## src/rtl/operand_fetch.sv

```systemverilog
// operand_fetch: register-read stage between the instruction decoder and execute.
//
// Holds the register file and a per-register busy scoreboard. A decoded
// instruction is issued one cycle after acceptance with its operand data
// resolved. An instruction that hits a busy register waits in a one-entry hold
// register until the producer writes back.
//
// Ports:
//   clock_i, reset_i          clock and synchronous active-high reset
//   flushBack_i               pipeline flush (drops held instruction, clears busy)
//   enable_i .. sRead_i       decoded instruction from the decoder
//   wbEnable_i/wbReg_i/Data_i writeback from execute
//   stall_o                   an instruction is held here; upstream must hold off
//   enable_o .. secData_o     issued instruction to execute

module operand_fetch #(
    parameter int unsigned DATA_WIDTH = 16,
    parameter int unsigned NUM_REGS   = 32
) (
    input  logic                  clock_i,
    input  logic                  reset_i,
    input  logic                  flushBack_i,
    input  logic                  enable_i,
    input  logic [6:0]            opcode_i,
    input  logic [1:0]            functionType_i,
    input  logic [4:0]            primOperand_i,
    input  logic [15:0]           secOperand_i,
    input  logic                  pRead_i,
    input  logic                  pWrite_i,
    input  logic                  sRead_i,
    input  logic                  wbEnable_i,
    input  logic [4:0]            wbReg_i,
    input  logic [DATA_WIDTH-1:0] wbData_i,
    output logic                  stall_o,
    output logic                  enable_o,
    output logic [6:0]            opcode_o,
    output logic [1:0]            functionType_o,
    output logic [4:0]            primOperand_o,
    output logic                  pWrite_o,
    output logic [DATA_WIDTH-1:0] primData_o,
    output logic [DATA_WIDTH-1:0] secData_o
);

    // Register file and scoreboard
    logic [DATA_WIDTH-1:0] regs_q [NUM_REGS];
    logic [DATA_WIDTH-1:0] regs_d [NUM_REGS];
    logic [NUM_REGS-1:0]   busy_q, busy_d;

    // Hold register
    logic        hold_valid_q, hold_valid_d;
    logic [6:0]  hold_opcode_q, hold_opcode_d;
    logic [1:0]  hold_ftype_q, hold_ftype_d;
    logic [4:0]  hold_prim_q, hold_prim_d;
    logic [15:0] hold_sec_q, hold_sec_d;
    logic        hold_pread_q, hold_pread_d;
    logic        hold_pwrite_q, hold_pwrite_d;
    logic        hold_sread_q, hold_sread_d;

    // Issue outputs
    logic                  enable_q, enable_d;
    logic [6:0]            opcode_q, opcode_d;
    logic [1:0]            ftype_q, ftype_d;
    logic [4:0]            prim_q, prim_d;
    logic                  pwrite_q, pwrite_d;
    logic [DATA_WIDTH-1:0] prim_data_q, prim_data_d;
    logic [DATA_WIDTH-1:0] sec_data_q, sec_data_d;

    // Candidate instruction
    logic                  cand_valid;
    logic [6:0]            cand_opcode;
    logic [1:0]            cand_ftype;
    logic [4:0]            cand_prim;
    logic [15:0]           cand_sec;
    logic                  cand_pread, cand_pwrite, cand_sread;
    logic [NUM_REGS-1:0]   wb_mask, busy_eff;
    logic                  hazard, issue;
    logic [DATA_WIDTH-1:0] prim_rd, sec_rd;

    always_comb begin
        // The held instruction has priority; enable_i is ignored while holding.
        cand_valid  = hold_valid_q | enable_i;
        cand_opcode = hold_valid_q ? hold_opcode_q : opcode_i;
        cand_ftype  = hold_valid_q ? hold_ftype_q  : functionType_i;
        cand_prim   = hold_valid_q ? hold_prim_q   : primOperand_i;
        cand_sec    = hold_valid_q ? hold_sec_q    : secOperand_i;
        cand_pread  = hold_valid_q ? hold_pread_q  : pRead_i;
        cand_pwrite = hold_valid_q ? hold_pwrite_q : pWrite_i;
        cand_sread  = hold_valid_q ? hold_sread_q  : sRead_i;

        // A writeback landing this cycle resolves the dependency immediately.
        wb_mask = '0;
        if (wbEnable_i) wb_mask[wbReg_i] = 1'b1;
        busy_eff = busy_q & ~wb_mask;

        hazard = (cand_pread  & busy_eff[cand_prim])
               | (cand_sread  & busy_eff[cand_sec[4:0]])
               | (cand_pwrite & busy_eff[cand_prim]);
        issue  = cand_valid & ~hazard & ~flushBack_i;

        // Operand reads with writeback bypass
        prim_rd = (wbEnable_i && wbReg_i == cand_prim) ? wbData_i : regs_q[cand_prim];
        sec_rd  = (wbEnable_i && wbReg_i == cand_sec[4:0]) ? wbData_i
                                                           : regs_q[cand_sec[4:0]];

        // Register file: writeback always lands, even during a flush.
        for (int i = 0; i < NUM_REGS; i++) regs_d[i] = regs_q[i];
        if (wbEnable_i) regs_d[wbReg_i] = wbData_i;

        // Scoreboard: clear on writeback, then set on issue so a new producer wins.
        busy_d = busy_q & ~wb_mask;
        if (issue && cand_pwrite) busy_d[cand_prim] = 1'b1;
        if (flushBack_i) busy_d = '0;

        // Hold register
        hold_valid_d  = 1'b0;
        hold_opcode_d = hold_opcode_q;
        hold_ftype_d  = hold_ftype_q;
        hold_prim_d   = hold_prim_q;
        hold_sec_d    = hold_sec_q;
        hold_pread_d  = hold_pread_q;
        hold_pwrite_d = hold_pwrite_q;
        hold_sread_d  = hold_sread_q;
        if (!flushBack_i && cand_valid && hazard) begin
            hold_valid_d = 1'b1;
            if (!hold_valid_q) begin
                hold_opcode_d = opcode_i;
                hold_ftype_d  = functionType_i;
                hold_prim_d   = primOperand_i;
                hold_sec_d    = secOperand_i;
                hold_pread_d  = pRead_i;
                hold_pwrite_d = pWrite_i;
                hold_sread_d  = sRead_i;
            end
        end

        // Issue outputs keep their last values when nothing issues.
        enable_d    = issue;
        opcode_d    = opcode_q;
        ftype_d     = ftype_q;
        prim_d      = prim_q;
        pwrite_d    = pwrite_q;
        prim_data_d = prim_data_q;
        sec_data_d  = sec_data_q;
        if (issue) begin
            opcode_d    = cand_opcode;
            ftype_d     = cand_ftype;
            prim_d      = cand_prim;
            pwrite_d    = cand_pwrite;
            prim_data_d = cand_pread ? prim_rd : '0;
            sec_data_d  = cand_sread ? sec_rd : DATA_WIDTH'(cand_sec);
        end
    end

    always_ff @(posedge clock_i) begin
        if (reset_i) begin
            for (int i = 0; i < NUM_REGS; i++) regs_q[i] <= '0;
            busy_q        <= '0;
            hold_valid_q  <= 1'b0;
            hold_opcode_q <= '0;
            hold_ftype_q  <= '0;
            hold_prim_q   <= '0;
            hold_sec_q    <= '0;
            hold_pread_q  <= 1'b0;
            hold_pwrite_q <= 1'b0;
            hold_sread_q  <= 1'b0;
            enable_q      <= 1'b0;
            opcode_q      <= '0;
            ftype_q       <= '0;
            prim_q        <= '0;
            pwrite_q      <= 1'b0;
            prim_data_q   <= '0;
            sec_data_q    <= '0;
        end else begin
            for (int i = 0; i < NUM_REGS; i++) regs_q[i] <= regs_d[i];
            busy_q        <= busy_d;
            hold_valid_q  <= hold_valid_d;
            hold_opcode_q <= hold_opcode_d;
            hold_ftype_q  <= hold_ftype_d;
            hold_prim_q   <= hold_prim_d;
            hold_sec_q    <= hold_sec_d;
            hold_pread_q  <= hold_pread_d;
            hold_pwrite_q <= hold_pwrite_d;
            hold_sread_q  <= hold_sread_d;
            enable_q      <= enable_d;
            opcode_q      <= opcode_d;
            ftype_q       <= ftype_d;
            prim_q        <= prim_d;
            pwrite_q      <= pwrite_d;
            prim_data_q   <= prim_data_d;
            sec_data_q    <= sec_data_d;
        end
    end

    assign stall_o        = hold_valid_q;
    assign enable_o       = enable_q;
    assign opcode_o       = opcode_q;
    assign functionType_o = ftype_q;
    assign primOperand_o  = prim_q;
    assign pWrite_o       = pwrite_q;
    assign primData_o     = prim_data_q;
    assign secData_o      = sec_data_q;

endmodule
```

## config.mk

```make
export PLATFORM = sky130hd
export DESIGN_NAME = operand_fetch
export DESIGN_NICKNAME = d
export VERILOG_FILES = /design/src/rtl/operand_fetch.sv
export SDC_FILE = /design/constraint.sdc
export NUM_CORES = 2
export LEC_CHECK = 0
export CAP_MARGIN = 30
export CORE_ASPECT_RATIO = 1.4
export CORE_MARGIN = 2
export CORE_UTILIZATION = 62
export CTS_BUF_LIST = sky130_fd_sc_hd__clkbuf_16
export CTS_CLUSTER_DIAMETER = 40
export DETAILED_ROUTE_END_ITERATION = 8
export PLACE_DENSITY_LB_ADDON = 0.2
export SLEW_MARGIN = 20
export SYNTH_ARGS = -nofsm -noshare
export SYNTH_HDL_FRONTEND = slang
export SYNTH_SLANG_ARGS = --single-unit
```

## constraint.sdc

```tcl
create_clock -name clock_i -period 3.45 [get_ports clock_i]
set_input_delay 0.69 -clock clock_i [delete_from_list [all_inputs] [get_ports clock_i]]
set_output_delay 0.69 -clock clock_i [all_outputs]
set_load 0.02 [all_outputs]
```

-- Word-level counts from Yosys, hierarchy flattened
Memory sizes are Yosys's and may differ from the RTL's.
Index checks and enable logic that the tools add are counted.
- register bits after elaboration: 114
- memory bits (writable): 512
- bits of input ports: 59
- output and inout port bits: 49
- memories kept: 1
- memories (memory ; depth ; width ; read ports ; clocked after memory_dff ; write ports ; RTL line ; text):
    regs_q ; 32 ; 16 ; 34 ; 0 ; 32 ; 45 ; logic [DATA_WIDTH-1:0] regs_q [NUM_REGS];
- order comparisons: 7
- eq/ne operators: 2
- mux-type cells: 61
- bitwise logic cells: 46
- reduce and logical (&&, ||, !) cells: 10
- operator list (operator ; count):
    $mux W16 ; 38
    $bwmux W512 ; 1
    $mux W512 ; 1
    $demux W16 S5 ; 1
    $mux W32 ; 2
    $or A1 B1 Y1 ; 35
    $and A32 B32 Y32 ; 1
    $not A32 Y32 ; 1
    $or A32 B32 Y32 ; 1
    $lt A5 B6 Y1 const B ; 3
    $mux W1 ; 11
    $bmux W1 S5 ; 2
    $demux W1 S5 ; 2
    $eq A5 B5 Y1 ; 2
    $ge A5 B1 Y1 const B ; 2
    $logic_and A1 B1 Y1 ; 8
    $mux W7 ; 1
    $ge A6 B6 Y1 const B ; 1
    $lt A6 B1 Y1 const B ; 1
    $not A5 Y6 ; 1
    $and A1 B1 Y1 ; 5
    $mux W5 ; 1
    $mux W2 ; 1
    $not A1 Y1 ; 2
    2 further kinds ; 2

-- Logic depth before layout (Yosys ltp)
- depth in word-level cells: 17
- mapped depth: 14
- gate-level depth less buffers: 8

-- Worst setup path after synthesis
No wires, ideal clock.
- path type: in2reg
- from: input wbReg_i[0]
- to: register opcode_q[4] (netlist: opcode_o[4])
- arrival: 2.908 ns
- data required time: 3.316 ns
- slack: 0.408 ns
- stages: 11
- path through: buf_2 > or4b_4 > buf_6 > nor2_4 > o221ai_1 > a22oi_2 > a32oi_2 > a211o_1 > nor2_2 > buf_2 > a211oi_1
- longest elaborated chain between the ends: 15
- elaborated cells between the ends (all ways): 20
- RTL lines (element ; RTL line ; text):
    start: declaration ; 32 ; input logic [4:0] wbReg_i,
    $lt A5 B6 Y1 (implied by the code) / $ge A5 B1 Y1 (equally long branches) ; 92 ; if (wbEnable_i) wb_mask[wbReg_i] = 1'b1;
    $logic_and A1 B1 Y1 (implied by the code) ; 92 ;
    $mux W1 (implied by the code) ; 92 ;
    $demux W1 S5 * ; 92 ;
    $mux W32 * ; 92 ;
    $not A32 Y32 * ; 93 ; busy_eff = busy_q & ~wb_mask;
    $and A32 B32 Y32 * ; 93 ;
    $bmux W1 S5, on equally long branches ; 95, 97, 96 ;
    $mux W1, on equally long branches ; 95, 97, 96 ;
    $and A1 B1 Y1, on equally long branches ; 95, 96 ;
    $or A1 B1 Y1 ; 96 ; | (cand_sread & busy_eff[cand_sec[4:0]])
    $or A1 B1 Y1 * ; 97 ; | (cand_pwrite & busy_eff[cand_prim]);
    $not A1 Y1 * ; 98 ; issue = cand_valid & ~hazard & ~flushBack_i;
    $and A1 B1 Y1 * (2 in series) ; 98 ;
    end signal: assignment ; 185 ; opcode_q <= opcode_d;
    end: declaration ; 61 ; logic [6:0] opcode_q, opcode_d;
Every way passes the cells marked *; elsewhere a longest branch is shown, timed or not. The select of a mux whose other input is x is not followed.
A chain may end at the register's enable or synchronous reset.

-- Final worst setup path
- from: input secOperand_i[0]
- to: register sec_data_q[12] (netlist: secData_o[12])
- longest elaborated chain between the ends: 9
- elaborated cells between the ends (all ways): 14
- RTL lines (element ; RTL line ; text):
    start: declaration ; 27 ; input logic [15:0] secOperand_i,
    $mux W16 * ; -- ;
    $bmux W1 S5 ; 96 ;
    $mux W1 (implied by the code) ; 96 ;
    $and A1 B1 Y1 ; 96 ;
    $or A1 B1 Y1 ; 96 ;
    $or A1 B1 Y1 ; 97 ;
    $not A1 Y1 ; 98 ;
    $and A1 B1 Y1 (2 in series) ; 98 ;
    end signal: assignment ; 190 ; sec_data_q <= sec_data_d;
    end: declaration ; 66 ; logic [DATA_WIDTH-1:0] sec_data_q, sec_data_d;
Marks and branches as above.

==> metrics.txt <==
crit path DAT=4060 ps; Ys Warns=0; Clock Latency Late Sink=670 ps; XOR/XNOR Fraction of Synth Area=0.2635%; most frequent cell after synthesis=nand2_1; Setup-failing EPs final=5; TritonCTS Buffers=75; clock share of power=43.3%; clk buf depth=3; Pwr Density=462.6 mW/mm2; combinational group share of total power=17.7%; WL/cell=25.90 um; Top FF cell, synth=dfxtp_1; Final nets=5358; violated checks=setup timing; Final Routed Wirelength=157400 um; area of the multi-input gates=0.01903 mm2; Mapped Area=0.03324 mm2; Initial Util=62.65%; Post-Synth Simple-Gate Area=34.87%; met1 Use GR=63.97%; Post-synth EDFFs=0; Worst setup EP type=flip-flop; post-synth top area cell=dfxtp_1; post-synthesis compound-gate area fraction=16.58%; Yosys reg bits=626; CTS root buffer=clkbuf_16; DRC viols=0; PortBufs=107; row cnt=100; status=complete, but fails checks; Yosys top cell area share=37.71%; clk slew on worst S/H paths=60 ps; number of global-route vias before repair=37560; share of cells above drive strength 1=13.93%; clock sinks=626; pin count of the biggest net entering global routing=229; Sw Share=30.52%; DR iter-0 viols=7062; Min-Delay Path Class=input pin to flip-flop; Worst EP required=3970 ps; post-synthesis to final-layout area growth=23.80%; global-route wire length before repair=230700 um; I/O pins=108; max_cap viols=0; met3 Usage GRT=22.82%; dpl hpwl=105700 um; Max FO, Critical Path=12; CTS tree=done; DRT Pass-1 Iters=8; gpl congestion=1.084; Hold Vio Cnt, Final=0; Clock Skew=23.08 ps; Syn Area/Cell=6.649 um2; period utilization=102.7%; Final WS setup=-91.94 ps; crit path kind=input pin to flip-flop; Leakage=14.43 nW; # fillers=4140; Worst-Margin Slew=1158 ps; Mapped Cells=4999; sequential fraction of the synthesis area=37.71%; Net Sw Power=0.005809 W; Detail Route Antenna Nets=0; Power Total=0.01903 W; H-tree depth=3; multiplexer share of the synthesized area=5.022%; chip width=199.7 um; setup_tns=-301.2 ps; Unique masters post-synth=67; Total GRT Usage=55.76%; crit path launch type=input pin; P_int=0.01322 W; largest family of logic cells by synthesized area=simple AND/OR/NAND/NOR gates; Core Box Area=0.05305 mm2; syn nets=5058; global route overflow=0; Tmin final=3542 ps; hold-fix buffers at CTS=0; Seq. cell area=0.01254 mm2; Global Route met2 Usage=79.39%; Area contributors post-synth=dfxtp_1 38%, nand2_1 23%, a21oi_1 11%, nand3_1 7.3%, clkbuf_1 3.6%; Vias/cell=6.686; Worst VDD drop=0.5322 mV; Slew HR=22.78%; initial antenna violation count=15; Flop pwr share=39.0%; detailed-route via count=40650; Async SR Flop Fraction=0%; Slew Limit Fails=0; GR peak layer=met2; die area=0.05550 mm2; Max Fclk=0.2823 GHz; Adder-Cell Fraction of Synth Area=0%; Die H=278.0 um; Commonest cells post-synth=2000 x nand2_1, 747 x a21oi_1, 626 x dfxtp_1
metrics by stage:
stage | cell area, um2 | hold WS [ps] | setup WS, ps | instances | util [%]
after floorplan | 33240 | 440.1 | 408.4 | 4999 | -
after global placement | 38520 | 455.0 | -576.9 | 5930 | 72.61
after detailed placement | 38530 | 459.7 | -578.8 | 5930 | 72.63
after CTS | 41070 | 437.5 | 71.41 | 6067 | 77.42
after global routing | 41130 | 448.1 | -1.510 | 6073 | 77.53
final | 41150 | 419.1 | -91.94 | 6080 | 77.56
layout make-up:
| class | count | share of cell area (%) |
|---|---|---|
| Antenna cell | 10 | 0.06082 |
| Tap cell | 714 | 2.171 |
| Multi-Input combinational cell | 3925 | 46.25 |
| Clock buffer | 77 | 4.683 |
| Clock inverter | 57 | 1.411 |
| Inverter | 4 | 0.03649 |
| Sequential cell | 626 | 30.47 |
| Timing Repair Buffer | 667 | 14.92 |
registers in the layout (all words and copies together), names as in the netlist, 2 cells and up:
register and count:
primOperand_o 5, secData_o 16, busy_q 32, opcode_o 7, regs_q 512, hold_sec_q 16
functionType_o 2, primData_o 16, hold_ftype_q 2, hold_opcode_q 7, hold_prim_q 5
placed cells by master (no fill, tap or decap), types with 25 or more instances in the layout:
master and instances:
nand3_1 485, clkbuf_16 77, dfxtp_1 625, nor2b_1 32
buf_4 492, buf_12 67, o22ai_1 33, o21ai_0 36
nor4_1 51, nand2b_1 57, nand2_1 1999, nor2_1 69
a21oi_1 745, mux2_2 25, clkdlybuf4s50_1 106, mux2i_1 103
critical path, cell delays in order:
cell             delay [ps]
clkdlybuf4s50_1         490
mux2i_4                 690
buf_4                   350
buf_12                  150
mux2i_1                 190
o22ai_1                 130
nor4_1                  730
buf_4                   250
nor3_1                   70
nor3_1                  190
a211oi_1                100
worst paths after layout:
path | start | endpoint | slack [ps] | depth (start not counted)
max | secOperand_i[0] | secData_o[12] | -90 | 11
min | reset_i | stall_o | 420 | 2
max reg2reg | stall_o | primData_o[15] | -80 | 14
min reg2reg | regs_q[12][14] | regs_q[12][14] | 470 | 2
per-layer routing:
metal	part of all wire, %	wire, um
met4	11	17570
met1	32	50550
met2	40	63500
met5	0.15	235
met3	16	25600
what timing repair did:
action / 4_1_cts / 5_1_grt
endpoints found under the setup margin: 1 / 5
pin swaps: 0 / 1
buffers inserted: 3 / 2
gates resized for setup: 2 / 3
power by group through the flow:
stage	Clock [W]	Combinational, W	Sequential (W)
4_1_cts	0.00814	0.00314	0.00742
3_5_place_dp	0	0.00311	0.00758
6_report	0.00824	0.00338	0.00742
5_1_grt	0.00845	0.00340	0.00743
2_1_floorplan	0	0.00142	0.00760
3_3_place_gp	0	0.00308	0.00757
logic make-up after synthesis:
kind of cell	count (synthesis)
simple gates	2774
buf+inv	448
mux	152
flops	626
compound gates	989
xor+xnor	10
No activity file was read; power rests on OpenSTA's default activity.
